File: config.mk
export PLATFORM = sky130hd
export DESIGN_NAME = jk_bank_ctrl
export DESIGN_NICKNAME = d
export VERILOG_FILES = /design/src/rtl/jk_bank_ctrl.sv
export SDC_FILE = /design/constraint.sdc
export NUM_CORES = 1
export LEC_CHECK = 0
export CAP_MARGIN = 20
export CORE_MARGIN = 8
export CORE_UTILIZATION = 44
export CTS_CLUSTER_DIAMETER = 40
export DETAILED_ROUTE_END_ITERATION = 10
export GPL_ROUTABILITY_DRIVEN = 1
export PLACE_DENSITY = 0.81
export REMOVE_ABC_BUFFERS = 1
export SETUP_SLACK_MARGIN = 0.05
export SLEW_MARGIN = 20
export SYNTH_ARGS = -nofsm -noshare
export SYNTH_HDL_FRONTEND = slang
export SYNTH_SLANG_ARGS = --single-unit
export TNS_END_PERCENT = 100
File: constraint.sdc
create_clock -name clk -period 1.4 [get_ports clk]
set_input_delay 0.28 -clock clk [delete_from_list [all_inputs] [get_ports clk]]
set_output_delay 0.28 -clock clk [all_outputs]
set_load 0.03 [all_outputs]
File: src/rtl/jk_bank_ctrl.sv
// Command sequencer driving a bank of JK cells: each accepted command expands
// into one or more cycles of per-bit J/K drive (clear/set/toggle/load/inc/dec).
module jk_bank_ctrl #(
    parameter int WIDTH = 4,
    parameter int LW    = 4
) (
    input  logic             clk,
    input  logic             rst,
    input  logic             cmd_valid,
    output logic             cmd_ready,
    input  logic [2:0]       cmd_op,
    input  logic [WIDTH-1:0] cmd_data,
    input  logic [LW-1:0]    cmd_len,
    output logic [WIDTH-1:0] q,
    output logic [WIDTH-1:0] j_out,
    output logic [WIDTH-1:0] k_out,
    output logic             done,
    output logic             wrap,
    output logic             err
);

    localparam logic [2:0] OP_NOP  = 3'd0;
    localparam logic [2:0] OP_CLR  = 3'd1;
    localparam logic [2:0] OP_SET  = 3'd2;
    localparam logic [2:0] OP_TGL  = 3'd3;
    localparam logic [2:0] OP_LOAD = 3'd4;
    localparam logic [2:0] OP_INC  = 3'd5;
    localparam logic [2:0] OP_DEC  = 3'd6;
    localparam logic [2:0] OP_RSV  = 3'd7;

    typedef enum logic [1:0] {
        S_IDLE = 2'd0,
        S_RUN  = 2'd1,
        S_DONE = 2'd2
    } state_t;

    state_t           r_state;
    state_t           w_state_next;
    logic [2:0]       r_op;
    logic [WIDTH-1:0] r_data;
    logic [LW-1:0]    r_rem;
    logic [WIDTH-1:0] r_q;
    logic             r_wrap;

    logic             w_accept;
    logic             w_run;
    logic             w_multi;
    logic             w_wrap_next;
    logic [WIDTH-1:0] w_inc_t;
    logic [WIDTH-1:0] w_dec_t;
    logic [WIDTH-1:0] w_j;
    logic [WIDTH-1:0] w_k;
    logic [WIDTH-1:0] w_q_next;

    assign w_accept = cmd_valid && (r_state == S_IDLE);
    assign w_run    = (r_state == S_RUN);
    assign w_multi  = (cmd_op == OP_TGL) || (cmd_op == OP_INC) || (cmd_op == OP_DEC);

    // Counter toggle masks: a bit flips when every lower bit is 1 (INC) or 0 (DEC).
    assign w_inc_t[0] = 1'b1;
    assign w_dec_t[0] = 1'b1;
    generate
        for (genvar gi = 1; gi < WIDTH; gi++) begin : g_tmask
            assign w_inc_t[gi] = w_inc_t[gi-1] &  r_q[gi-1];
            assign w_dec_t[gi] = w_dec_t[gi-1] & ~r_q[gi-1];
        end
    endgenerate

    always_comb begin
        w_j = '0;
        w_k = '0;
        case (r_op)
            OP_CLR:  begin w_j = '0;      w_k = r_data;  end
            OP_SET:  begin w_j = r_data;  w_k = '0;      end
            OP_TGL:  begin w_j = r_data;  w_k = r_data;  end
            OP_LOAD: begin w_j = r_data;  w_k = ~r_data; end
            OP_INC:  begin w_j = w_inc_t; w_k = w_inc_t; end
            OP_DEC:  begin w_j = w_dec_t; w_k = w_dec_t; end
            default: begin w_j = '0;      w_k = '0;      end
        endcase
    end

    // Outside RUN the cells see J=K=0 and simply hold.
    assign j_out = w_run ? w_j : '0;
    assign k_out = w_run ? w_k : '0;

    generate
        for (genvar gi = 0; gi < WIDTH; gi++) begin : g_jk_cell
            assign w_q_next[gi] = (j_out[gi] & ~r_q[gi]) | (~k_out[gi] & r_q[gi]);
        end
    endgenerate

    assign w_wrap_next = w_run &&
                         (((r_op == OP_INC) && (&r_q)) ||
                          ((r_op == OP_DEC) && (~|r_q)));

    // State register
    always_ff @(posedge clk or negedge rst) begin
        if (!rst) begin
            r_state <= S_IDLE;
        end else begin
            r_state <= w_state_next;
        end
    end

    // Next-state logic
    always_comb begin
        w_state_next = r_state;
        case (r_state)
            S_IDLE: begin
                if (w_accept) begin
                    if ((cmd_op == OP_NOP) || (cmd_op == OP_RSV)) begin
                        w_state_next = S_DONE;
                    end else begin
                        w_state_next = S_RUN;
                    end
                end
            end
            S_RUN: begin
                if (r_rem == '0) begin
                    w_state_next = S_DONE;
                end
            end
            S_DONE:  w_state_next = S_IDLE;
            default: w_state_next = S_IDLE;
        endcase
    end

    // Output logic
    always_comb begin
        cmd_ready = 1'b0;
        done      = 1'b0;
        err       = 1'b0;
        case (r_state)
            S_IDLE: cmd_ready = 1'b1;
            S_DONE: begin
                done = 1'b1;
                err  = (r_op == OP_RSV);
            end
            default: begin
                cmd_ready = 1'b0;
            end
        endcase
    end

    // Command capture, repeat counter, JK bank and wrap flag
    always_ff @(posedge clk or negedge rst) begin
        if (!rst) begin
            r_op   <= OP_NOP;
            r_data <= '0;
            r_rem  <= '0;
            r_q    <= '0;
            r_wrap <= 1'b0;
        end else begin
            r_q    <= w_q_next;
            r_wrap <= w_wrap_next;
            if (w_accept) begin
                r_op   <= cmd_op;
                r_data <= cmd_data;
                r_rem  <= w_multi ? cmd_len : '0;
            end else if (w_run && (r_rem != '0)) begin
                r_rem <= r_rem - 1'b1;
            end
        end
    end

    assign q    = r_q;
    assign wrap = r_wrap;

endmodule
# Word level (Yosys, flattened, before mapping)
# Cells that the tools add are included.
[word_totals]
elab_cells = 81
out_inout_bits = 16
reg_bits = 18
[op_classes]
n_reduce_logical = 20
muxes = 14
n_addsub = 1
n_eq_ne = 15
bitwise = 25
[op_table]
columns = ["operator", "count"]
rows = [
  ["$eq A3 B3 Y1 const B", 7],
  ["$mux W4", 5],
  ["$pmux W4 S4", 1],
  ["$and A1 B1 Y1", 12],
  ["$pmux W4 S3", 1],
  ["$eq A3 B2 Y1 const B", 3],
  ["$not A1 Y1", 8],
  ["$mux W2", 3],
  ["$logic_and A1 B1 Y1", 5],
  ["$logic_not A4 Y1", 1],
  ["$logic_or A1 B1 Y1", 4],
  ["$not A4 Y4", 1],
  ["$or A1 B1 Y1", 4],
  ["$pmux W2 S2", 1],
  ["$reduce_and A4 Y1", 1],
  ["$reduce_bool A4 Y1", 1],
  ["$reduce_or A4 Y1", 1],
  ["$sub A4 B1 Y4 const B", 1],
  ["$eq A3 B1 Y1 const B", 1],
  ["$logic_not A3 Y1", 1],
  ["$mux W1", 3],
  ["$reduce_or A3 Y1", 1],
  ["$eq A2 B1 Y1 const B", 1],
  ["$eq A2 B2 Y1 const B", 1],
  ["7 further kinds", 7],
]

# Depth between registers and ports, before layout
[logic_depth]
depth_word = 8
mapped_depth = 6
mapped_depth_nobuf = 6

# Least setup slack after synthesis
# Ideal clock, no wire load.
[synth_timing]
path_kind = "flip-flop to output port"
start = "reg r_op[0]"
end = "out k_out[0]"
path_buffers = 2
stages_incl_launch_ff = 6
required_time_ns = 1.120
slack_ns = -0.563
t_arrival_ns = 1.683
path_cell_list = "dfrtp_1 buf_2 buf_2 nand3_1 nand2_1 a311oi_1"
[synth_between]
elab_chain_cells = 4
elab_cells_between_ends = 8
cone_classes = "5 x eq/ne; 2 x mux; 1 x reduce/logical"
[synth_rtl]
columns = ["item", "line_no", "text"]
rows = [
  ["start, declared", "39", "logic [2:0] r_op;"],
  ["start signal, assigned", "158", "r_op <= cmd_op;"],
  ["$eq A3 B2 Y1 or $eq A3 B1 Y1 (tied branches)", "72", "case (r_op)"],
  ["$reduce_or A2 Y1 (no source line)", "n/a", ""],
  ["$pmux W4 S4 *", "72", ""],
  ["$mux W4 *", "85", "assign k_out = w_run ? w_k : '0;"],
  ["end, declared", "16", "output logic [WIDTH-1:0] k_out,"],
]
# Mark *: on every way between the ends. The rest lies on a longest branch, timed or not.

# Worst setup path after layout
[layout_timing]
start = "reg r_q[0], in the netlist q[0]"
end = "out j_out[3]"
[layout_between]
elab_chain_cells = 5
elab_cells_between_ends = 7
cone_classes = "2 x mux; 5 x bitwise"
[layout_rtl]
columns = ["item", "line_no", "text"]
rows = [
  ["start, declared", "42", "logic [WIDTH-1:0] r_q;"],
  ["start signal, assigned", "155", "r_q <= w_q_next;"],
  ["$not A1 Y1", "65", "assign w_dec_t[gi] = w_dec_t[gi-1] & ~r_q[gi-1];"],
  ["$and A1 B1 Y1 (2 in series)", "65", ""],
  ["$pmux W4 S3 *", "72", ""],
  ["$mux W4 *", "84", "assign j_out = w_run ? w_j : '0;"],
  ["end, declared", "15", "output logic [WIDTH-1:0] j_out,"],
]
# Marks and branches as above.

==> flow_summary_export.csv <==
group,metric,value,unit
run_status,outcome,"complete, but fails checks",
run_status,failed_checks,"negative setup slack",
worst_setup_path,critPathKind,"flip-flop to output pin",
worst_setup_path,end_kind,"output pin",
placed_design,gp_congestion,0.894,
worst_setup_path,setup.worst_path.start_class,"flip-flop",
synth,cells_taking_the_most_area_after_synthesis,"sky130_fd_sc_hd__dfrtp_1, sky130_fd_sc_hd__nand2_1, sky130_fd_sc_hd__a21oi_1, sky130_fd_sc_hd__nor2_1, sky130_fd_sc_hd__buf_2",
worst_setup_path,r2r_setup_slack,-0.23,ns
synth,synth.yosys.warnings,0,
global_route,grt_use_total,20.8,%
synth,synth-edff-count,0,
sta,final.setup.tns,-5.55,ns
sta,final_min_period_over_clock_period,144,%
floorplanning,floorplan.core_area,2710,µm²
power_and_ir_drop,cellLeakagePower,1.01,nW
worst_setup_path,ff2ff_path_depth,7,
global_route,maximum_number_of_pins_on_one_net_before_global_route_repair,19,
clock_tree,clock_tree_from_tritoncts,"done",
sta,max-slew-margin-rel,75.7,%
placed_design,count_of_placed_standard_cells_including_taps,248,
worst_setup_path,path_max_fanout,4,
synth,ys_async_sr_fraction,100,%
worst_setup_path,critical-path-top-delay-family,"flip-flops",
layout,antenna-diode-count,0,
global_route,grt_pass1_wl,7480,µm
worst_setup_path,maximum_cell_stage_delay_along_the_critical_path,0.44,ns
synth,yosysUniqueCellTypes,42,
power_and_ir_drop,peakVddDrop,2.10,mV
clock_tree,clk-insertion-delay-late,0.30,ns
clock_tree,numCtsBuffers,3,
sta,finalCriticalPeriod,2.02,ns
layout,synthToLayoutAreaGrowth,88.0,%
sta,finalWorstSetupSlack,-0.617,ns
sta,setup_repair_after_global_routing_missed_its_margin,"yes",
routing,wl_per_cell,19.8,µm
routing,drt_iter0_markers,110,
layout,post_route_cells_drive_above_1_share,55.9,%
clock_tree,cts-root-to-sink-buffers,2,
worst_setup_path,crit_path_cell_trace,"buf_6, nand4b_1, o22ai_4, nand2_2, a21oi_2, buf_6",
layout,finalCoreUtilization,85.0,%
layout,most_common_cell_after_layout_fill_and_taps_aside,"sky130_fd_sc_hd__buf_4",
clock_tree,cts.sink_count,18,
sta,timing.final.setup_violations,17,
worst_setup_path,r2r_end,"q[3]$_DFF_PN0_",
synth,synth.yosys.seq_area_share,36.8,%
floorplanning,die_outline_width,68.8,µm
routing,route.final.wire_length,5320,µm
worst_setup_path,worstReg2RegStart,"q[0]$_DFF_PN0_",
worst_setup_path,worst_ep_arrival_time,1.74,ns
clock_tree,path_clk_slew,0.12,ns
layout,finish.net_count,255,
global_route,antenna_found_initial,0,
synth,ys_seq_elements,18,
routing,drtAntennaViolNets,0,
routing,detailroute.via_count,1626,
layout,postLayoutCellArea,2300,µm²
floorplanning,die-area,4730,µm²
sta,final_max_tran_viols,0,
global_route,vias_in_the_first_global_route,1667,
synth,netlist_area,1220,µm²
routing,detailedRoute.firstPassIterationCount,4,
sta,final-hold-violation-count,0,
synth,syn_avg_cell_area,7.66,µm²
worst_setup_path,critical_path.n_buffers_inverters,2,
routing,drt-vias-per-instance,6.04,
synth,synth.largest_area_cell,"sky130_fd_sc_hd__dfrtp_1",
placed_design,place_area,1750,µm²
worst_setup_path,crit_path_top_delay_cell,"sky130_fd_sc_hd__dfrtp_1",
layout,mostFrequentLayoutCells,"sky130_fd_sc_hd__buf_4, sky130_fd_sc_hd__buf_6, sky130_fd_sc_hd__nand2_1",
job,cap_viol_max_count,0,
clock_tree,post_cts_hold_buffer_count,0,
sta,max_clock_freq,496,MHz
floorplanning,std_cell_rows,19,
worst_setup_path,timing.critical_path.depth,6,
placed_design,port_buffers,29,
power_and_ir_drop,p_per_area,2650,nW/µm²
worst_hold_path,worstHoldPathType,"input pin to asynchronous set/reset pin",
global_route,grt_overflow,0,
synth,postSynthCellCount,160,
synth,main_flop_type_after_synthesis,"sky130_fd_sc_hd__dfrtp_1",
placed_design,post-dp-hpwl,2920,µm
sta,final.setup_skew,0.0142,ns
sta,worst-slew-pin-transition,0.364,ns
layout,final-instance-count-excl-fill,269,
worst_setup_path,critPathRequiredTime,1.12,ns
floorplanning,ioPinCount,30,
routing,post-route-drc-count,0,
clock_tree,cts-root-buf,"sky130_fd_sc_hd__clkbuf_4",
floorplanning,initial_core_util,45.2,%
synth,post-synth-top-area-fraction,36.8,%
clock_tree,clock_tree.htree_level_count,1,
floorplanning,dieHeight,68.8,µm
worst_setup_path,timing.critical_path.mode_cell,"sky130_fd_sc_hd__buf_6",
-- where the power goes --
part           internal [mW]  total, mW  switching (mW)  leakage, nW
sequential             0.778       1.17           0.389        0.215
clock                  0.100      0.276           0.176       0.0138
combinational           2.28       4.66            2.38        0.784
total                   3.16       6.10            2.94         1.01
-- flip-flops by register name, indices dropped and copies added (netlist names) --
| signal | flops |
|---|---|
| q | 4 |
| r_data | 4 |
| r_op | 3 |
| r_rem | 4 |
| r_state | 2 |
| wrap | 1 |
-- worst max-delay path by stage --
stage                                 startpoint       end  slack [ns]
after CTS                         q[0]$_DFF_PN0_  j_out[3]       -0.56
after detailed placement     r_op[0]$_DFFE_PN0P_  k_out[1]       -0.28
after global placement            q[0]$_DFF_PN0_  j_out[3]       -0.21
final                             q[0]$_DFF_PN0_  j_out[3]       -0.62
after global routing         r_op[1]$_DFFE_PN0P_  j_out[1]       -0.70
after floorplan           r_state[0]$_DFFE_PN0P_  k_out[0]       -0.60
-- synth_stat cells (2+ instances only) --
| cell type | n |
|---|---|
| sky130_fd_sc_hd__a211oi_1 | 3 |
| sky130_fd_sc_hd__a21oi_1 | 16 |
| sky130_fd_sc_hd__a21oi_2 | 2 |
| sky130_fd_sc_hd__buf_2 | 9 |
| sky130_fd_sc_hd__dfrtp_1 | 18 |
| sky130_fd_sc_hd__inv_1 | 6 |
| sky130_fd_sc_hd__nand2_1 | 32 |
| sky130_fd_sc_hd__nand2b_1 | 4 |
| sky130_fd_sc_hd__nand3_1 | 2 |
| sky130_fd_sc_hd__nand3b_1 | 2 |
| sky130_fd_sc_hd__nand4b_1 | 2 |
| sky130_fd_sc_hd__nor2_1 | 15 |
| sky130_fd_sc_hd__nor2b_1 | 3 |
| sky130_fd_sc_hd__nor3_1 | 6 |
| sky130_fd_sc_hd__o211ai_1 | 3 |
| sky130_fd_sc_hd__o21ai_0 | 5 |
| sky130_fd_sc_hd__o21ai_1 | 2 |
| sky130_fd_sc_hd__o22ai_1 | 3 |
| sky130_fd_sc_hd__o31ai_1 | 4 |
-- per-layer routing --
metal	GRT usage, %	share of wire [%]	vias to the layer above
li1	-	-	729
met1	20.5	36	781
met3	4.04	6.0	30
met2	38.9	52	86
met5	0	0	-
met4	13.0	5.3	0
-- through the flow --
stage	hold slack (ns)	setup slack (ns)	total power, mW
3_3_place_gp	0.503	-0.210	3.92
6_report	0.314	-0.617	6.10
5_1_grt	0.321	-0.704	6.43
2_1_floorplan	-0.0156	-0.602	2.66
4_1_cts	0.327	-0.564	5.18
3_5_place_dp	0.515	-0.278	4.05
-- logic make-up after synthesis --
family / after synthesis / synth area share (%)
adder cells (fa/ha/maj): 1 / 1.02
buffers and inverters: 18 / 6.74
flip-flops: 18 / 36.8
XOR/XNOR: 1 / 0.715
multiplexers: 1 / 0.817
AO/OA/AOI/OAI: 49 / 26.3
AND/OR/NAND/NOR: 72 / 27.7
-- cell type report --
class | count | area (µm²)
well taps | 31 | 38.8
fillers | 144 | 407
multi-input cells | 124 | 955
repair buffers | 86 | 801
flip-flops and latches | 18 | 455
inverters | 7 | 31.3
clock buffers | 3 | 22.5
-- repair_timing --
| action | 4_1_cts | 5_1_grt |
|---|---|---|
| gates resized for setup | 56 | 57 |
| setup buffers | 14 | 14 |
| pin swaps | 16 | 22 |
| gates cloned | 0 | 0 |
| endpoints found under the setup margin | 26 | 27 |
(Power assumes the default switching activity.)
